==> src/rtl/tl_cntr_timed_left.sv <==
// rtl/tl_cntr_timed_left.sv - timed four-sensor traffic-light controller with latched left turns
//
// Purpose: Moore FSM that rotates right-of-way between road A and road B.
//   Each road runs green -> yellow -> (optional left arrow -> yellow) before
//   handing over to the other road. Phase durations are counted in ticks of an
//   external timebase. Left-turn requests are latched until served.
//
// Ports:
//   clk      in   rising-edge clock
//   reset_n  in   asynchronous active-low reset (forces AG, clears timer and requests)
//   tick     in   timebase enable; timer and transitions advance only when high
//   Ta, Tb   in   through-traffic present on road A / road B
//   Tal, Tbl in   left-turn request on road A / road B
//   La, Lb   out  lamp code: 00 green, 01 yellow, 10 left arrow, 11 red
//   state_o  out  current FSM state
module tl_cntr_timed_left #(
  parameter int CW        = 4,
  parameter int MIN_GREEN = 3,
  parameter int MAX_GREEN = 8,
  parameter int YELLOW    = 2,
  parameter int LEFT_TIME = 3
) (
  input  logic       clk,
  input  logic       reset_n,
  input  logic       tick,
  input  logic       Ta,
  input  logic       Tal,
  input  logic       Tb,
  input  logic       Tbl,
  output logic [1:0] La,
  output logic [1:0] Lb,
  output logic [2:0] state_o
);

  typedef enum logic [2:0] {
    AG  = 3'd0,
    AY1 = 3'd1,
    AL  = 3'd2,
    AY2 = 3'd3,
    BG  = 3'd4,
    BY1 = 3'd5,
    BL  = 3'd6,
    BY2 = 3'd7
  } state_t;

  // Terminal counts: the tick that completes N ticks in a phase sees cnt == N-1.
  localparam logic [CW-1:0] MIN_M1  = CW'(MIN_GREEN - 1);
  localparam logic [CW-1:0] MAX_M1  = CW'(MAX_GREEN - 1);
  localparam logic [CW-1:0] YEL_M1  = CW'(YELLOW - 1);
  localparam logic [CW-1:0] LEFT_M1 = CW'(LEFT_TIME - 1);
  localparam logic [CW-1:0] CNT_MAX = {CW{1'b1}};

  state_t        state_q, state_d;
  logic [CW-1:0] cnt;
  logic          req_a, req_b;

  always_comb begin
    state_d = state_q;
    if (tick) begin
      unique case (state_q)
        AG:  if ((cnt >= MIN_M1 && !Ta) || cnt == MAX_M1) state_d = AY1;
        AY1: if (cnt == YEL_M1) state_d = req_a ? AL : BG;
        AL:  if (cnt == LEFT_M1) state_d = AY2;
        AY2: if (cnt == YEL_M1) state_d = BG;
        BG:  if ((cnt >= MIN_M1 && !Tb) || cnt == MAX_M1) state_d = BY1;
        BY1: if (cnt == YEL_M1) state_d = req_b ? BL : AG;
        BL:  if (cnt == LEFT_M1) state_d = BY2;
        BY2: if (cnt == YEL_M1) state_d = AG;
        default: state_d = AG;
      endcase
    end
  end

  always_ff @(posedge clk or negedge reset_n) begin
    if (!reset_n) begin
      state_q <= AG;
      cnt     <= '0;
    end else begin
      state_q <= state_d;
      if (state_d != state_q) begin
        cnt <= '0;
      end else if (tick && cnt != CNT_MAX) begin
        cnt <= cnt + 1'b1;
      end
    end
  end

  // Requests are sampled every edge regardless of tick. Clearing on entry to
  // the left phase takes priority over a coincident set, so a held request
  // is served once per road cycle rather than repeatedly.
  always_ff @(posedge clk or negedge reset_n) begin
    if (!reset_n) begin
      req_a <= 1'b0;
      req_b <= 1'b0;
    end else begin
      if (state_d == AL && state_q != AL) begin
        req_a <= 1'b0;
      end else if (Tal && state_q != AL) begin
        req_a <= 1'b1;
      end
      if (state_d == BL && state_q != BL) begin
        req_b <= 1'b0;
      end else if (Tbl && state_q != BL) begin
        req_b <= 1'b1;
      end
    end
  end

  always_comb begin
    La = 2'b11;
    Lb = 2'b11;
    unique case (state_q)
      AG:       La = 2'b00;
      AY1, AY2: La = 2'b01;
      AL:       La = 2'b10;
      BG:       Lb = 2'b00;
      BY1, BY2: Lb = 2'b01;
      BL:       Lb = 2'b10;
      default: begin
        La = 2'b11;
        Lb = 2'b11;
      end
    endcase
  end

  assign state_o = state_q;

endmodule

==> config.mk <==
export PLATFORM = sky130hd
export DESIGN_NAME = tl_cntr_timed_left
export DESIGN_NICKNAME = d
export VERILOG_FILES = /design/src/rtl/tl_cntr_timed_left.sv
export SDC_FILE = /design/constraint.sdc
export NUM_CORES = 1
export LEC_CHECK = 0
export CAP_MARGIN = 40
export CORE_MARGIN = 4
export CORE_UTILIZATION = 35
export DETAILED_ROUTE_END_ITERATION = 6
export GPL_ROUTABILITY_DRIVEN = 0
export PLACE_DENSITY = 0.63
export SYNTH_ARGS = -nofsm -noshare
export SYNTH_HDL_FRONTEND = slang
export SYNTH_SLANG_ARGS = --single-unit
==> constraint.sdc <==
create_clock -name clk -period 1.5 [get_ports clk]
set_input_delay 0.225 -clock clk [delete_from_list [all_inputs] [get_ports clk]]
set_output_delay 0.225 -clock clk [all_outputs]
set_load 0.05 [all_outputs]
### After elaboration in Yosys (flattened, before gate mapping)

Cells that the tools add are included.

* add/subtract/negate cells: 1
* order comparisons: 1
* equality and inequality tests: 16
* mux-type cells: 20
* reduce and logical (&&, ||, !) cells: 17

Operators by type and width (number)
* $mux W3: 11
* $pmux W3 S8: 1
* $eq A3 B3 Y1 const B: 5
* $pmux W2 S3: 2
* $eq A3 B2 Y1 const B: 3
* $mux W4: 2
* $logic_and A1 B1 Y1: 7
* $reduce_bool A2 Y1: 3
* $add A4 B1 Y4 const B: 1
* $eq A4 B1 Y1 const B: 1
* $eq A4 B2 Y1 const B: 1
* $eq A4 B3 Y1 const B: 1
* $ge A4 B2 Y1 const B: 1
* $mux W1: 4
* $ne A4 B4 Y1 const B: 1
* $reduce_or A2 Y1: 2
* $eq A3 B1 Y1 const B: 1
* $logic_not A3 Y1: 1
* $ne A3 B2 Y1 const B: 1
* $ne A3 B3 Y1: 1
* $ne A3 B3 Y1 const B: 1
* $logic_not A1 Y1: 2
* $logic_or A1 B1 Y1: 2

* register bits after elaboration: 9
* output and inout bits: 7

### Logic depth before layout (Yosys ltp)

Gate-level depths: netlist of run 1.

* depth in word-level cells: 9
* depth in mapped cells: 6
* gate-level depth less buffers: 6

### Worst setup path after synthesis of run 1

No wires, ideal clock.

* kind: register to output
* from: register state_q[2] (netlist: state_o[2])
* to: output port La[1]
* data arrival time: 1.442 ns
* slack: -0.167 ns
* stages on the path, launching flop included: 3
* path buffers: 1
* cell sequence: dfrtp_1 clkbuf_1 nand2b_1

* cells in the longest elaborated chain, start to end: 3
* elaborated cells on any way between the ends: 6
* classes of those cells: 3 x eq/ne; 1 x mux; 2 x reduce/logical

Ends and longest elaborated chain
* from (decl): RTL line 53 `state_t state_q, state_d;`
* from (signal assigned): RTL line 79 `state_q <= state_d;`
* $eq A3 B1 Y1 or $eq A3 B2 Y1 (tied branches): RTL line 112 `unique case (state_q)`
* $reduce_or A2 Y1: RTL line 112
* $pmux W2 S3 *: RTL line 112
* to (decl): RTL line 30 `output logic [1:0] La,`

Every way passes the cells marked *; elsewhere a longest branch is shown, timed or not.

### Final worst setup path of run 1

* from: register cnt[1]
* to: register cnt[2]

* cells in the longest elaborated chain, start to end: 8
* elaborated cells on any way between the ends: 25
* classes of those cells: 1 x add/sub; 1 x order compare; 5 x eq/ne; 12 x mux; 6 x reduce/logical

Ends and longest elaborated chain
* from (decl): RTL line 54 `logic [CW-1:0] cnt;`
* from (signal assigned): RTL line 83 `cnt <= cnt + 1'b1;`
* $ge A4 B2 Y1: RTL line 61, 65
* $logic_and A1 B1 Y1, on equally long branches: RTL line 65, 61
* $logic_or A1 B1 Y1, on equally long branches: RTL line 65, 61
* $mux W3, on equally long branches: RTL line 65, 61
* $pmux W3 S8: RTL line 60 `unique case (state_q)`
* $mux W3: RTL line 59 `if (tick) begin`
* $ne A3 B3 Y1: RTL line 80 `if (state_d != state_q) begin`
* $mux W4 or $reduce_bool A2 Y1 (tied branches)

Parallel ways exist; a longest one is shown, timed or not. The select of a mux whose other input is x is not followed.
A chain may end at the register's enable or synchronous reset.

==> metrics, run 1 <==
cts hold-fix bufs 0; DRT iter0 DRCs 12; Switch Pwr 1.16 mW; # H-tree levels 1; Clk pwr share 7.5%; count leader, synth dfrtp_1; CTS sink cnt 9; max_cap viols 0; core footprint 1560 µm²; Leak 0.445 nW; die area 2450 µm²; Tot Pwr 2.50 mW; ys flop type dfrtp_1; worst slew pin tran 0.443 ns; initial antenna violation count 0; most common library cells after synthesis dfrtp_1, nand2_1, nor2_1, inv_1, nor3_1; Synth area leaders dfrtp_1, ha_1, nand2_1; worst reg2reg setup slack -0.05 ns; dpl hpwl 1.09 mm; power per cell area 2460 nW/µm²; R2R cell count 6; Mapped Avg Cell Area 9.00 µm²; Power Internal 1.34 mW; Buffers on Ports 13; TritonCTS buffer count 3; switching share of power 46.5%; Root Driver clkbuf_4; P&R area growth vs syn 68.3%; RR Startpoint cnt[1]; Yosys top cell area share 37.3%; row count 14; reg2reg end cnt[2]; Hold WS 0.279 ns; antenna-violating nets left 0; Worst VDD drop 0.00121 V; routed vias/inst 5.37; CTS tree yes; # nets final 107; DRC 0; Layout Utilization 65.1%; number of flops mapped to enable cells by yosys 0; Clk pin slew, worst setup/hold paths 0.06 ns; fin crit share 103%; Comb pwr share 70.3%; CP endpoint kind flip-flop; Flop pwr share 22.1%; share of post-route cells with drive strength above 1 47.9%; Worst Path Arrival 1.69 ns; vias in the first global route 558; critical path type flip-flop to flip-flop; GRT Resource Usage Total 12.6%; RSZ-0062 raised after global routing yes; synthesized cell area 603 µm²; max frequency 644 MHz; clock buffer depth 2; clk_lat worst skew 0.25 ns; dpl cells 104; Routed WL 1.45 mm; # setup viols final 5; global-route wire length before repair 2.40 mm; gr ovfl total 0; setup TNS -0.193 ns; sequential fraction of the synthesis area 37.3%; Hold Crit Class input pin to async pin; Final Skew 0.00116 ns; largest net degree at the start of global routing 11; router iterations before antenna repair 4; Syn Inst Count 67; Critical Path RT 1.63 ns; synth unique cells 33; failing checks setup timing; I/O Pins 14; diode count 0; Max-slew headroom 70.4%; synthesized flop and latch total 9; Die Y-Extent 49.5 µm; Tmin final 1.55 ns; Starting Density 38.7%; Synth async-reset ratio 100%; DIE WIDTH 49.5 µm; pins over their slew limit 0; final worst slack -0.0519 ns; DR vias 601; startpoint class of the critical path flip-flop; Final Hold Vio Count 0; outcome finished, violations left; critical-path maximum fanout 6; post-DR wirelength/cell 12.9 µm; Finished Layout Cells 112; Synth Warn # 0; Synth area leader dfrtp_1; Post-Syn Nets 77
[routing by layer]
metal  global-route usage, %  part of all wire (%)  vias up
li1                        -                     -      298
met1                    15.9                    45      286
met2                    20.1                    49       13
met3                    3.61                   3.5        4
met4                    5.53                   2.4        0
met5                       0                     0        -
[worst max-delay path, stage by stage (launching register included)]
cell	delay, ns
dfrtp_2	0.44
inv_2	0.06
ha_1	0.14
nor3b_4	0.27
o21ai_0	0.18
a211oi_4	0.25
nor3_1	0.09
[area by class of cell]
type	instances	area (µm²)
Clock buffer	4	26.3
Fill cell	123	544
Inverter	5	18.8
Multi-Input combinational cell	50	419
Sequential cell	9	230
Tap cell	16	20.0
Timing Repair Buffer	28	300
[power by group through the flow]
| stage | registers [mW] | clock network [mW] | logic [mW] |
|---|---|---|---|
| final | 0.553 | 0.188 | 1.76 |
| after global routing | 0.582 | 0.215 | 1.86 |
| after CTS | 0.539 | 0.197 | 1.56 |
| after detailed placement | 0.538 | 0 | 1.55 |
| after global placement | 0.533 | 0 | 1.54 |
| after floorplan | 0.613 | 0 | 0.768 |
[cell usage in the layout, fill, tap and decap left out, types with 2 or more instances in the layout]
cell type         n
inv_2             2
ha_2              2
buf_12            6
inv_1             3
nor2_1            6
buf_4            16
nand2_1           6
a21oi_1           4
nand3_1           2
nor3_1            4
clkdlybuf4s50_1   6
dfrtp_1           5
clkbuf_4          3
dfrtp_2           4
[logic make-up after synthesis]
logic type               share of synthesized area (%)
multiplexers                                      1.66
adder cells (fa/ha/maj)                           6.22
flip-flops                                        37.3
AO/OA/AOI/OAI                                     19.7
XOR/XNOR                                          2.91
buffers and inverters                             5.39
AND/OR/NAND/NOR                                   26.8
[per-stage QoR]
| stage | instance area, µm² | setup slack, ns |
|---|---|---|
| 2_1_floorplan | 622 | -0.0245 |
| 3_3_place_gp | 896 | -0.105 |
| 3_5_place_dp | 896 | -0.131 |
| 4_1_cts | 926 | -0.0798 |
| 5_1_grt | 1010 | -0.178 |
| 6_report | 1010 | -0.0519 |
[worst max path at each step]
stage,from,to,slack (ns),depth (start not counted)
after floorplan,state_o[0],Lb[1],-0.02,3
after global placement,cnt[0],cnt[1],-0.11,6
after detailed placement,cnt[0],cnt[1],-0.13,6
after CTS,cnt[1],cnt[2],-0.08,5
after global routing,cnt[0],cnt[2],-0.18,5
final,cnt[1],cnt[2],-0.05,6
[repair_timing]
| item | CTS | global route |
|---|---|---|
| gates resized for setup | 2 | 12 |
| endpoints found under the setup margin | 9 | 12 |
| hold endpoints to repair | 0 | 0 |
| gates cloned | 0 | 0 |
| buffers inserted | 0 | 4 |
| pin swaps | 2 | 1 |
[state kept, by name, indices dropped and copies added (netlist names)]
signal   cells
req_b        1
cnt          4
state_o      3
req_a        1
(Power assumes the default switching activity.)
==> run 2, diff against run 1 <==
--- a/config.mk
+++ b/config.mk
@@ -10,7 +10,7 @@
 export CORE_UTILIZATION = 35
 export DETAILED_ROUTE_END_ITERATION = 6
 export GPL_ROUTABILITY_DRIVEN = 0
-export PLACE_DENSITY = 0.63
+export PLACE_DENSITY = 0.6
 export SYNTH_ARGS = -nofsm -noshare
 export SYNTH_HDL_FRONTEND = slang
 export SYNTH_SLANG_ARGS = --single-unit
==> constraint.sdc (replaced) <==
create_clock -name clk -period 1.84 [get_ports clk]
set_input_delay 0.276 -clock clk [delete_from_list [all_inputs] [get_ports clk]]
set_output_delay 0.276 -clock clk [all_outputs]
set_load 0.05 [all_outputs]
==> metrics, run 2 (synthesis results as in run 1) <==
dpl cells 96 (was 104); die area 2450 µm² (unchanged); Die Y-Extent 49.5 µm (unchanged); core footprint 1560 µm² (unchanged); critical-path maximum fanout 6 (unchanged); gr ovfl total 0 (unchanged); power per cell area 1990 nW/µm² (was 2460 nW/µm²); worst reg2reg setup slack 0.18 ns (was -0.05 ns); TritonCTS buffer count 3 (unchanged); CP Capture Point cnt[0] (was cnt[2]); Root Driver clkbuf_4 (unchanged); critical path, cell by cell ha_1, nand3b_1, a211o_1, a211oi_2, nor2_1 (was inv_2, ha_1, nor3b_4, o21ai_0, a211oi_4, nor3_1); dpl hpwl 1.02 mm (was 1.09 mm); worst path bufs/invs 0 (was 1); Leak 0.363 nW (was 0.445 nW); critical path type flip-flop to flip-flop (unchanged); Buffers on Ports 13 (unchanged); Most flops, register cnt (unchanged); row count 14 (unchanged); Layout Utilization 51.4% (was 65.1%); share of post-route cells with drive strength above 1 25.0% (was 47.9%); outcome complete, no violations (was finished, violations left); CP delay by family, top compound AO/OA/AOI/OAI gates (was flip-flops); antenna-violating nets left 0 (unchanged); CTS tree yes (unchanged); max frequency 604 MHz (was 644 MHz); startpoint class of the critical path flip-flop (unchanged); P&R area growth vs syn 33.0% (was 68.3%); critical path depth in cells 5 (was 6); cts hold-fix bufs 0 (unchanged); Final Skew 0.0111 ns (was 0.00116 ns); max reg flops 4 (unchanged); Worst VDD drop 0.000793 V (was 0.00121 V); Max-slew headroom 72.7% (was 70.4%); reg2reg end cnt[0] (was cnt[2]); diode count 0 (unchanged); GRT Resource Usage Total 11.6% (was 12.6%); # nets final 95 (was 107); slowest stage delay, CP 0.44 ns (about the same); pins over their slew limit 0 (unchanged); global-route wire length before repair 2.13 mm (was 2.40 mm); DRT iter0 DRCs 7 (was 12); Routed WL 1.30 mm (was 1.45 mm); fin crit share 90.0% (was 103%); largest net degree at the start of global routing 11 (unchanged); initial antenna violation count 0 (unchanged); R2R cell count 5 (was 6); Starting Density 38.7% (unchanged); most common cell after layout, fill and taps aside dfrtp_1 (was buf_4); setup TNS 0 ns (was -0.193 ns); Finished Layout Cells 100 (was 112); clock buffer depth 2 (unchanged); Hold WS 0.304 ns (was 0.279 ns); Tmin final 1.66 ns (was 1.55 ns); Fill cells 156 (was 123); I/O Pins 14 (unchanged); # setup viols final 0 (was 5); Critical Path RT 1.97 ns (was 1.63 ns); worst slew pin tran 0.408 ns (was 0.443 ns); CP max stage cell dfrtp_1 (was dfrtp_2); router iterations before antenna repair 4 (unchanged); CP endpoint kind flip-flop (unchanged); clk_lat worst skew 0.26 ns (was 0.25 ns); Worst Path Arrival 1.79 ns (was 1.69 ns); most frequent cells in the layout dfrtp_1, buf_4, nand2_1 (was buf_4, nand2_1, nor2_1, clkdlybuf4s50_1, buf_12); Final Hold Vio Count 0 (unchanged); vias in the first global route 510 (was 558); DR vias 542 (was 601); max_cap viols 0 (unchanged); Clk pin slew, worst setup/hold paths 0.07 ns (was 0.06 ns); DIE WIDTH 49.5 µm (unchanged); DRC 0 (unchanged); RR Startpoint cnt[1] (unchanged); # H-tree levels 1 (unchanged); post-CTS setup buffer count 0 (unchanged); post-DR wirelength/cell 13.0 µm (was 12.9 µm); crit path from cnt[1] (unchanged); Hold Crit Class input pin to async pin (unchanged); routed vias/inst 5.42 (was 5.37); RSZ-0062 raised after global routing no (was yes); CTS sink cnt 9 (unchanged)
## run 2: cell count changes in the layout (fill, tap and decap cells not counted), moves of 4 or more
cell	before	now
buf_4	16	8
dfrtp_2	4	0
buf_12	6	2
dfrtp_1	5	9
## run 2: area by class of cell
type	instances	area, µm²	area share (%)
clock buffer	4	26.3	3.28
inverter	5	18.8	2.34
multi-input combinational	50	352	43.8
sequential	9	225	28.1
tap	16	20.0	2.50
timing repair buffer	16	160	20.0
## run 2: power breakdown
| part | switching, mW | internal, mW | total [mW] |
|---|---|---|---|
| sequential | 0.151 | 0.280 | 0.431 |
| combinational | 0.589 | 0.420 | 1.01 |
| clock | 0.0699 | 0.0835 | 0.153 |
## run 2: metrics by stage
stage | setup WS, ns | area [µm²] | total power [mW]
3_5_place_dp | 0.111 | 769 | 1.44
3_3_place_gp | 0.0851 | 769 | 1.43
5_1_grt | 0.00671 | 802 | 1.71
2_1_floorplan | 0.122 | 603 | 1.09
6_report | 0.184 | 802 | 1.59
4_1_cts | 0.0935 | 796 | 1.60
## run 2: worst min-delay path by stage
stage | end | slack [ns] | cells past startpoint
floorplan | cnt[0] | -0.02 | 0
global placement | req_b | 0.58 | 2
detailed placement | req_b | 0.58 | 2
CTS | req_a | 0.32 | 1
global route | state_o[0] | 0.33 | 1
finish | state_o[0] | 0.30 | 1
## run 2: timing repair
action,4_1_cts,5_1_grt
setup endpoints to repair,0,1
hold endpoints to repair,0,0
gates resized for setup,0,1
## run 2: routing by layer
| metal | share of wire, % | up-vias | track usage, % |
|---|---|---|---|
| met4 | 1.0 | 0 | 4.15 |
| met1 | 45 | 250 | 13.5 |
| met2 | 46 | 14 | 17.9 |
| li1 | - | 276 | - |
| met3 | 8.2 | 2 | 6.33 |
| met5 | 0 | - | 0 |
==> run 3, diff against run 2 <==
--- a/config.mk
+++ b/config.mk
@@ -10,7 +10,8 @@
 export CORE_UTILIZATION = 35
 export DETAILED_ROUTE_END_ITERATION = 6
 export GPL_ROUTABILITY_DRIVEN = 0
-export PLACE_DENSITY = 0.6
+export PLACE_DENSITY = 0.64
+export SETUP_SLACK_MARGIN = 0.02
 export SYNTH_ARGS = -nofsm -noshare
 export SYNTH_HDL_FRONTEND = slang
 export SYNTH_SLANG_ARGS = --single-unit
==> metrics, run 3 (synthesis results as in run 1) <==
outcome complete, no violations (unchanged); Clk pin slew, worst setup/hold paths 0.06 ns (was 0.07 ns); Flop pwr share 28.5% (was 27.0%); # nets final 93 (was 95); Routed WL 1.43 mm (was 1.30 mm); die area 2450 µm² (unchanged); # setup viols final 0 (unchanged); fin crit share 94.7% (was 90.0%); post-DR wirelength/cell 14.6 µm (was 13.0 µm); switching share of power 52.3% (was 50.8%); Clk pwr share 9.3% (was 9.6%); Critical Path RT 1.97 ns (about the same); row count 14 (unchanged); Final Skew 0.00942 ns (was 0.0111 ns); routed vias/inst 5.44 (was 5.42); Final Hold Vio Count 0 (unchanged); Tmin final 1.74 ns (was 1.66 ns); Worst Path Arrival 1.87 ns (was 1.79 ns); Most flops, register cnt (unchanged); clk_lat worst skew 0.26 ns (about the same); dpl hpwl 1.05 mm (was 1.02 mm); antenna-violating nets left 0 (unchanged); Power Internal 778 µW (was 784 µW); CP delay by family, top compound AO/OA/AOI/OAI gates (unchanged); worst path bufs/invs 0 (unchanged); power per cell area 2020 nW/µm² (was 1990 nW/µm²); Max-slew headroom 71.8% (was 72.7%); gr ovfl total 0 (unchanged); vias in the first global route 481 (was 510); RSZ-0062 raised after global routing no (unchanged); max_cap viols 0 (unchanged); CTS tree yes (unchanged); setup TNS 0 ns (unchanged); critical-path maximum fanout 6 (unchanged); Comb pwr share 62.3% (was 63.3%); Hold WS 0.316 ns (was 0.304 ns); R2R cell count 5 (unchanged); pins over their slew limit 0 (unchanged); post-CTS setup buffer count 0 (unchanged); slowest stage delay, CP 0.45 ns (was 0.44 ns); Tot Pwr 1.63 mW (was 1.59 mW); P&R area growth vs syn 33.6% (was 33.0%); DRT iter0 DRCs 9 (was 7); DR vias 533 (was 542); TritonCTS buffer count 3 (unchanged); DRC 0 (unchanged); Leak 0.357 nW (was 0.363 nW); global-route wire length before repair 2.24 mm (was 2.13 mm); Worst VDD drop 0.00105 V (was 0.000793 V); critical path, cell by cell ha_1, nand3b_1, a211o_1, a211oi_4, nor3_1 (was ha_1, nand3b_1, a211o_1, a211oi_2, nor2_1); diode count 0 (unchanged); clock buffer depth 2 (unchanged); initial antenna violation count 0 (unchanged); critical path type flip-flop to flip-flop (unchanged); most common cell after layout, fill and taps aside dfrtp_1 (unchanged); DIE WIDTH 49.5 µm (unchanged); Die Y-Extent 49.5 µm (unchanged); max reg flops 4 (unchanged); largest net degree at the start of global routing 14 (was 11); GRT Resource Usage Total 12.1% (was 11.6%); Starting Density 38.7% (unchanged); # H-tree levels 1 (unchanged); CTS sink cnt 9 (unchanged); CP endpoint kind flip-flop (unchanged); I/O Pins 14 (unchanged); Buffers on Ports 13 (unchanged); startpoint class of the critical path flip-flop (unchanged); max frequency 574 MHz (was 604 MHz); Hold Crit Class input pin to async pin (unchanged); worst slew pin tran 0.422 ns (was 0.408 ns); share of post-route cells with drive strength above 1 25.6% (was 25.0%); most frequent cells in the layout dfrtp_1, nand2_1, nor2_1, clkdlybuf4s50_1, buf_4 (was dfrtp_1, buf_4, nand2_1); router iterations before antenna repair 4 (unchanged); CP max stage cell dfrtp_1 (unchanged); core footprint 1560 µm² (unchanged); critical path depth in cells 5 (unchanged); Root Driver clkbuf_4 (unchanged); Switch Pwr 852 µW (was 810 µW)
[run 3: changes by cell type in the layout (fill, tap and decap cells not counted)]
| cell | change |
|---|---|
| buf_4 | -2 |
| a311oi_1 | -1 |
| nor3b_2 | +1 |
| a211oi_2 | -1 |
| nor3b_1 | -1 |
| a311oi_2 | +1 |
| a211oi_4 | +1 |
[run 3: final timing paths]
kind,start,slack [ns],to
setup / recovery,cnt[1],0.1,cnt[2]
hold / removal,reset_n,0.32,state_o[2]
setup reg to reg,cnt[1],0.1,cnt[2]
hold reg to reg,req_b,0.59,req_b
max in group asynchronous,reset_n,1.22,cnt[1]
min in group clk,Tal,0.59,req_a
[run 3: cell type report]
type                       instances  area (µm²)
clock buffer                       4        26.3
fill                             165         753
inverter                           5        18.8
multi-input combinational         50         370
sequential                         9         225
tap                               16        20.0
timing repair buffer              14         145
[run 3: power by group through the flow]
stage / clock network [mW] / registers (mW) / logic [mW]
after floorplan: 0 / 0.487 / 0.602
after CTS: 0.157 / 0.450 / 0.963
after global placement: 0 / 0.448 / 0.952
after detailed placement: 0 / 0.453 / 0.961
after global routing: 0.167 / 0.484 / 1.08
final: 0.151 / 0.464 / 1.02
[run 3: routing by layer]
| layer | part of all wire, % | vias up | GRT usage (%) |
|---|---|---|---|
| met1 | 46 | 251 | 16.6 |
| met3 | 5.4 | 0 | 5.72 |
| li1 | - | 270 | - |
| met2 | 49 | 12 | 17.0 |
| met5 | 0 | - | 0 |
| met4 | 0 | 0 | 2.76 |
[run 3: repair_timing]
item                                    CTS  global route
endpoints found under the setup margin    0             5
hold buffers                              0             0
gates resized for setup                   0             4
[run 3: through the flow]
stage	worst slack, ns	util, %	cells	cell area (µm²)
2_1_floorplan	0.122	-	67	603
3_5_place_dp	0.0752	48.4	94	754
3_3_place_gp	0.129	48.4	94	754
6_report	0.0967	51.7	98	806
4_1_cts	0.0442	50.1	98	781
5_1_grt	0.0287	51.7	98	806
[run 3: worst reg2reg max path: cells and delay by family (launching register included)]
kind / cells / cell delay, ns
simple gates: 2 / 0.22
flops: 1 / 0.45
fa+ha+maj: 1 / 0.27
compound gates: 2 / 0.67
